===== src/rtl/regfile_write_arbiter.sv =====
// regfile_write_arbiter
//
// Shares the single write port of an 8 x 16-bit register file between two
// writeback requesters (req0 = ALU, req1 = load/memory) using round-robin
// arbitration. The accepted write is registered once and presented to the
// file as regWrite, a one-hot decOut and writeData one cycle after the grant.
//
// Optional build macro: RF_ARB_STATS_EN adds saturating 16-bit grant and
// conflict counters (gnt_cnt0, gnt_cnt1, conflict_cnt).
//
// Ports:
//   clk           rising-edge clock
//   reset         synchronous active-high reset
//   stall         1 = no grants this cycle
//   req0/addr0/data0, gnt0   requester 0 request, destination, data, grant
//   req1/addr1/data1, gnt1   requester 1 request, destination, data, grant
//   regWrite      registered register-file write enable
//   decOut        registered one-hot register select (zero when no write)
//   writeData     registered write data (holds when no write)
//   gnt_cnt0/gnt_cnt1/conflict_cnt  statistics (RF_ARB_STATS_EN only)

module regfile_write_arbiter #(
    parameter int unsigned DATA_W = 16,
    parameter int unsigned ADDR_W = 3
) (
    input  logic              clk,
    input  logic              reset,
    input  logic              stall,
    input  logic              req0,
    input  logic [ADDR_W-1:0] addr0,
    input  logic [DATA_W-1:0] data0,
    output logic              gnt0,
    input  logic              req1,
    input  logic [ADDR_W-1:0] addr1,
    input  logic [DATA_W-1:0] data1,
    output logic              gnt1,
    output logic              regWrite,
    output logic [(2**ADDR_W)-1:0] decOut,
    output logic [DATA_W-1:0] writeData
`ifdef RF_ARB_STATS_EN
    ,
    output logic [15:0]       gnt_cnt0,
    output logic [15:0]       gnt_cnt1,
    output logic [15:0]       conflict_cnt
`endif
);

    localparam int unsigned NREGS = 2 ** ADDR_W;

    typedef enum logic {StPri0, StPri1} pri_e;

    pri_e              pri_q, pri_d;
    logic              regwrite_q, regwrite_d;
    logic [NREGS-1:0]  decout_q, decout_d;
    logic [DATA_W-1:0] writedata_q, writedata_d;

    // Grant and priority next-state. Reset and stall suppress every grant.
    always_comb begin
        gnt0  = 1'b0;
        gnt1  = 1'b0;
        pri_d = pri_q;
        if (!reset && !stall) begin
            if (req0 && req1) begin
                gnt0 = (pri_q == StPri0);
                gnt1 = (pri_q == StPri1);
            end else begin
                gnt0 = req0;
                gnt1 = req1;
            end
        end
        // Every grant hands priority to the other requester.
        if (gnt0) begin
            pri_d = StPri1;
        end else if (gnt1) begin
            pri_d = StPri0;
        end
    end

    // Write-port next-state: decOut is cleared on idle cycles, data holds.
    always_comb begin
        regwrite_d  = gnt0 | gnt1;
        decout_d    = '0;
        writedata_d = writedata_q;
        if (gnt0) begin
            decout_d[addr0] = 1'b1;
            writedata_d     = data0;
        end else if (gnt1) begin
            decout_d[addr1] = 1'b1;
            writedata_d     = data1;
        end
    end

    always_ff @(posedge clk) begin
        if (reset) begin
            pri_q       <= StPri0;
            regwrite_q  <= 1'b0;
            decout_q    <= '0;
            writedata_q <= '0;
        end else begin
            pri_q       <= pri_d;
            regwrite_q  <= regwrite_d;
            decout_q    <= decout_d;
            writedata_q <= writedata_d;
        end
    end

    assign regWrite  = regwrite_q;
    assign decOut    = decout_q;
    assign writeData = writedata_q;

`ifdef RF_ARB_STATS_EN
    logic [15:0] gnt_cnt0_q, gnt_cnt0_d;
    logic [15:0] gnt_cnt1_q, gnt_cnt1_d;
    logic [15:0] conflict_cnt_q, conflict_cnt_d;
    logic        conflict;

    // A conflict is a contended cycle that could have granted; reset wins.
    assign conflict = req0 & req1 & ~stall;

    always_comb begin
        gnt_cnt0_d     = gnt_cnt0_q;
        gnt_cnt1_d     = gnt_cnt1_q;
        conflict_cnt_d = conflict_cnt_q;
        if (gnt0 && gnt_cnt0_q != 16'hFFFF) begin
            gnt_cnt0_d = gnt_cnt0_q + 16'd1;
        end
        if (gnt1 && gnt_cnt1_q != 16'hFFFF) begin
            gnt_cnt1_d = gnt_cnt1_q + 16'd1;
        end
        if (conflict && conflict_cnt_q != 16'hFFFF) begin
            conflict_cnt_d = conflict_cnt_q + 16'd1;
        end
    end

    always_ff @(posedge clk) begin
        if (reset) begin
            gnt_cnt0_q     <= '0;
            gnt_cnt1_q     <= '0;
            conflict_cnt_q <= '0;
        end else begin
            gnt_cnt0_q     <= gnt_cnt0_d;
            gnt_cnt1_q     <= gnt_cnt1_d;
            conflict_cnt_q <= conflict_cnt_d;
        end
    end

    assign gnt_cnt0     = gnt_cnt0_q;
    assign gnt_cnt1     = gnt_cnt1_q;
    assign conflict_cnt = conflict_cnt_q;
`else
    // Statistics counters are not built in this configuration.
`endif

endmodule


===== config.mk =====
export PLATFORM = sky130hd
export DESIGN_NAME = regfile_write_arbiter
export DESIGN_NICKNAME = d
export VERILOG_FILES = /design/src/rtl/regfile_write_arbiter.sv
export SDC_FILE = /design/constraint.sdc
export NUM_CORES = 1
export LEC_CHECK = 0
export ABC_AREA = 1
export CAP_MARGIN = 30
export CELL_PAD_IN_SITES_DETAIL_PLACEMENT = 0
export CELL_PAD_IN_SITES_GLOBAL_PLACEMENT = 2
export CORE_MARGIN = 2
export CORE_UTILIZATION = 22
export DETAILED_ROUTE_END_ITERATION = 6
export PLACE_DENSITY_LB_ADDON = 0.1
export SYNTH_ARGS = -nofsm -noshare
export SYNTH_HDL_FRONTEND = slang
export SYNTH_SLANG_ARGS = --single-unit

===== constraint.sdc =====
create_clock -name clk -period 3.1 [get_ports clk]
set_input_delay 0.465 -clock clk [delete_from_list [all_inputs] [get_ports clk]]
set_output_delay 0.465 -clock clk [all_outputs]
set_load 0.05 [all_outputs]

==> flow_summary_export.csv, run 1 <==
group,metric,value,unit
route,drt_iter0_markers,41,
timing,period_needed,2.46,ns
timing,max_slew.worst_pin.slew,0.717,ns
critical_path,rr_startpoint,"pri_q",
route,drc,0,
timing,whs,0.502,ns
global_route,grt_pass1_wl,6860,um
clock_tree,tritoncts,"done",
clock_tree,h-tree-depth,1,
timing,slew_viol_final,0,
global_route,antenna_found_initial,0,
synth,synthTopCellsByArea,"dfxtp_1 (36%), nand2_1 (11%), inv_1 (10%)",
critical_path,cp-startpoint,"reset",
synth,async_flop_share,0,%
floorplanning,start_util,22.8,%
synth,yosys.area.top_type,"dfxtp_1",
timing,finalCritPeriodShare,79.3,%
critical_path,crit_path_end,"gnt0",
route,ant_nets,0,
critical_path,critical_path.slowest_cell,"clkdlybuf4s50_1",
global_route,overflow,0,
clock_tree,cts_resized,0,
synth,synth_area,1450,um2
synth,avgSynthCellArea,7.49,um2
critical_path,path_cells,"clkdlybuf4s50_1, nor2_8, nand3_4, clkinv_1, buf_12",
clock_tree,ctsHoldBuffers,0,
power,p_per_area,396,nW/um2
critical_path,worstRegToRegCells,5,
critical_path,cp-start-kind,"input pin",
critical_path,cp.arrival,1.99,ns
route,dr.pass1.iters,4,
critical_path,path_max_fanout,19,
global_route,grt_pass1_vias,1415,
timing,setup_tns,0,ns
synth,yosysWarnings,0,
placement,placed_area,2200,um2
critical_path,ff2ff_setup_slack,1.81,ns
worst_hold_path,hold_path_class,"reg2reg",
power,power_switching,0.270,mW
layout,nNetsFinal,304,
timing,fmax,407,MHz
clock_tree,clk_latency,0.28,ns
floorplanning,fp.dieH,85.1,um
layout,drive_above_1_share,12.7,%
synth,synth.distinct_cells,22,
flow_run,maxCapViolations,0,
power,p_leak,0.980,nW
route,wl_per_cell,12.9,um
synth,synth.most_common_cell,"nand2_1",
synth,ys_ff_latch,26,
power,comb_power_share,27.4,%
global_route,grt_max_degree,20,
clock_tree,numCtsBuffers,3,
power,power_frac_clock,32.6,%
timing,finalWorstSetupSlack,0.642,ns
placement,place_congestion,0.716,
timing,rsz0062_at_grt,"false",
synth,yosys-top-cells-count,"nand2_1 (43), inv_1 (40), dfxtp_1 (26)",
critical_path,critPathKind,"in2out",
synth,synthCells,193,
critical_path,reg2reg_to,"decOut[1]",
critical_path,cp.required,2.63,ns
global_route,grt_usage,12.0,%
power,switching_share,30.0,%
floorplanning,core.rowCount,29,
critical_path,end_kind,"output pin",
timing,setup_viol,0,
layout,stdcell_area,2270,um2
floorplanning,top_level_ports,70,
placement,port_buffers,69,
power,p_int,0.628,mW
synth,ys.flop_type,"dfxtp_1",
floorplanning,core-area,6350,um2
timing,fin_skew,0.00409,ns
clock_tree,cts-root-buf,"clkbuf_8",
layout,antennaDiodeCount,0,
layout,area_growth,56.9,%
critical_path,slowest_delay,0.51,ns
floorplanning,die_w,85.1,um
placement,dpl.hpwl,3180,um
synth,synth_seq_area_share,36.0,%
route,avgViaCountPerCell,4.26,
synth,synth_edf_count,0,
synth,synth_top_cell_area_share,36.0,%
floorplanning,dieArea,7230,um2
layout,fin_util,35.7,%
synth,synth_nets,236,
power,ir_drop,0.170,mV
outcome,status,"completed",
placement,pre_cts_ws,0.596,ns
clock_tree,clock_sinks,26,
timing,max_slew_margin,52.0,%
clock_tree,cts.path.max_buffers,2,
route,finalWirelength,4340,um
route,num_vias,1435,
timing,hold_violations,0,
clock_tree,post_cts_buffers,0,
power,pwr-share-seq,40.0,%
clock_tree,clk_pin_slew_worst_paths,0.10,ns
-- registers in the layout, indices dropped and copies added, names as in the netlist --
signal	cells
decOut	8
pri_q	1
regWrite	1
writeData	16
-- layout by cell type, fill, tap and decap left out, types with 2 or more instances in the layout --
cell,synthesis,layout
clkdlybuf4s50_1,0,67
nand2_1,43,43
dfxtp_1,26,26
a21oi_2,9,9
nor2_1,3,3
nand3_1,15,15
clkbuf_8,0,3
a21oi_1,8,8
buf_12,1,2
inv_1,40,40
nand4_1,24,24
nand3_2,9,9
buf_4,1,3
-- how the worst min path moves through the flow --
stage               start  endpoint  slack (ns)  cells after the start
CTS                 pri_q     pri_q        0.50                      2
global placement    pri_q     pri_q        0.49                      2
floorplan           pri_q     pri_q        0.46                      2
global route        pri_q     pri_q        0.54                      2
detailed placement  pri_q     pri_q        0.49                      2
finish              pri_q     pri_q        0.50                      2
-- power groups by stage --
| stage | logic [mW] | registers (mW) | clock network, mW |
|---|---|---|---|
| floorplan | 0.0861 | 0.423 | 0 |
| global placement | 0.250 | 0.367 | 0 |
| detailed placement | 0.248 | 0.367 | 0 |
| CTS | 0.250 | 0.359 | 0.306 |
| global route | 0.266 | 0.361 | 0.324 |
| finish | 0.246 | 0.359 | 0.293 |
-- worst max-delay path, delay by kind of cell --
| family | cells | cell delay [ns] |
|---|---|---|
| buffers and inverters | 3 | 0.93 |
| and+or+nand+nor | 2 | 0.60 |
-- metrics by stage --
stage / std cells / power, mW
after floorplan: 193 / 0.509
after global placement: 333 / 0.616
after detailed placement: 333 / 0.615
after CTS: 337 / 0.915
after global routing: 337 / 0.952
final: 337 / 0.898
-- kinds of logic after synthesis --
logic type	synth area share, %
buffers and inverters	16.7
DFF	36.0
and+or+nand+nor	36.8
AOI/OAI and AO/OA	10.5
-- metal layers --
metal	up-vias	track usage, %	wire [um]
li1	759	-	-
met1	622	15.7	2040
met2	52	19.0	1930
met3	2	4.47	343
met4	0	2.16	24
met5	-	0	0
-- area by class of cell --
cell class,instances,area [um2]
Clock buffer,3,41.3
Clock inverter,1,30.0
Fill cell,666,4080
Inverter,42,163
Multi-Input combinational cell,116,683
Sequential cell,26,520
Tap cell,77,96.3
Timing Repair Buffer,72,733
Note: power is estimated with default switching activity, not from simulation.
==> inputs of run 2 (changes only) <==
CORE_UTILIZATION = 21   (was 22)
clock period = 2.4 ns   (was 3.1 ns; I/O delays follow)
==> flow_summary_export.csv, run 2 (synthesized netlist as in run 1, its figures left out) <==
group,metric,value,unit
floorplanning,fp.dieH,87.0,um
layout,nNetsFinal,307,
layout,largest_reg_flops,16,
floorplanning,start_util,21.5,%
worst_hold_path,hold-path-cell-count,2,
critical_path,worstRegToRegCells,5,
worst_hold_path,hold_path_class,"reg2reg",
clock_tree,numCtsBuffers,3,
clock_tree,clk_pin_slew_worst_paths,0.09,ns
global_route,antenna_found_initial,0,
critical_path,cp.arrival,1.67,ns
route,num_vias,1417,
layout,layout_commonest_cell,"clkdlybuf4s50_1",
timing,max_slew.worst_pin.slew,0.514,ns
timing,period_needed,2.03,ns
route,wl_per_cell,13.0,um
critical_path,cp.required,2.04,ns
power,ir_drop,0.218,mV
power,p_leak,0.980,nW
floorplanning,core-area,6720,um2
clock_tree,cts.path.max_buffers,2,
clock_tree,h-tree-depth,1,
layout,antennaDiodeCount,0,
clock_tree,clk_latency,0.27,ns
route,drc,0,
outcome,status,"completed",
clock_tree,ctsHoldBuffers,0,
power,p_per_area,459,nW/um2
timing,slew_viol_final,0,
critical_path,end_kind,"output pin",
placement,place_congestion,0.738,
power,pwr-share-seq,44.7,%
global_route,grt_pass1_wl,7070,um
clock_tree,post_cts_buffers,0,
global_route,overflow,0,
power,power_frac_clock,24.4,%
route,avgViaCountPerCell,4.14,
timing,finalCritPeriodShare,84.8,%
placement,placed_area,2220,um2
layout,layout_common_cells,"clkdlybuf4s50_1 (67), nand2_1 (43), inv_1 (40)",
timing,hold_violations,0,
floorplanning,top_level_ports,70,
critical_path,cp-start-kind,"input pin",
placement,dpl.hpwl,3350,um
layout,stdcell_area,2260,um2
timing,max_slew_margin,65.6,%
floorplanning,core.rowCount,30,
power,switching_share,32.2,%
flow_run,maxCapViolations,0,
timing,setup_tns,0,ns
timing,rsz0062_at_grt,"false",
power,p_int,0.704,mW
route,ant_nets,0,
timing,fin_skew,0.00413,ns
clock_tree,clock_sinks,26,
route,finalWirelength,4460,um
layout,drive_above_1_share,13.4,%
global_route,grt_max_degree,18,
global_route,grt_usage,11.8,%
route,drt_iter0_markers,56,
clock_tree,cts-root-buf,"clkbuf_8",
global_route,grt_pass1_vias,1449,
timing,fmax,491,MHz
critical_path,critPathKind,"in2out",
clock_tree,tritoncts,"done",
floorplanning,dieArea,7560,um2
power,comb_power_share,30.9,%
critical_path,path_max_fanout,9,
clock_tree,cts_resized,0,
timing,setup_viol,0,
floorplanning,die_w,87.0,um
power,power_switching,0.335,mW
route,dr.pass1.iters,4,
placement,port_buffers,69,
layout,area_growth,56.6,%
timing,whs,0.498,ns
## run 2: cell types whose count changed in the layout (fill, tap and decap cells not counted), sizes merged
cell    change
buf         +3
bufinv      -1
## run 2: layout make-up
class | instances | area [um2]
clock buffer | 3 | 41.3
multi-input combinational | 116 | 683
fill | 714 | 4460
timing repair buffer | 75 | 756
tap | 80 | 100
sequential | 26 | 520
inverter | 42 | 163
## run 2: worst paths after layout
| path | endpoint | from | slack (ns) |
|---|---|---|---|
| max | gnt0 | req0 | 0.37 |
| min | pri_q | pri_q | 0.50 |
| max reg2reg | decOut[4] | pri_q | 1.24 |
| min reg2reg | pri_q | pri_q | 0.50 |
## run 2: stage by stage
stage               setup WS, ns  power (mW)  util, %  std cells
floorplan                  0.871       0.657        -        193
global placement           0.348       0.802     33.1        339
detailed placement         0.351       0.798     33.1        339
CTS                        0.363        1.07     33.7        342
global route               0.293        1.10     33.7        342
finish                     0.365        1.04     33.7        342
## run 2: routing by layer
layer  vias up  routed length [um]  track usage [%]
li1        765                   -                -
met1       607                2090             16.1
met2        41                2090             19.3
met3         4                 254             2.56
met4         0                  27             2.13
met5         -                   0                0
## run 2: critical path: stages
cell,delay [ns]
clkdlybuf4s50_1,0.63
nand3_4,0.17
clkinv_1,0.26
buf_12,0.25
## run 2: power groups by stage
| stage | sequential [mW] | clock, mW | combinational [mW] |
|---|---|---|---|
| 6_report | 0.464 | 0.253 | 0.321 |
| 3_5_place_dp | 0.474 | 0 | 0.324 |
| 3_3_place_gp | 0.475 | 0 | 0.327 |
| 2_1_floorplan | 0.546 | 0 | 0.111 |
| 4_1_cts | 0.464 | 0.275 | 0.326 |
| 5_1_grt | 0.466 | 0.287 | 0.345 |
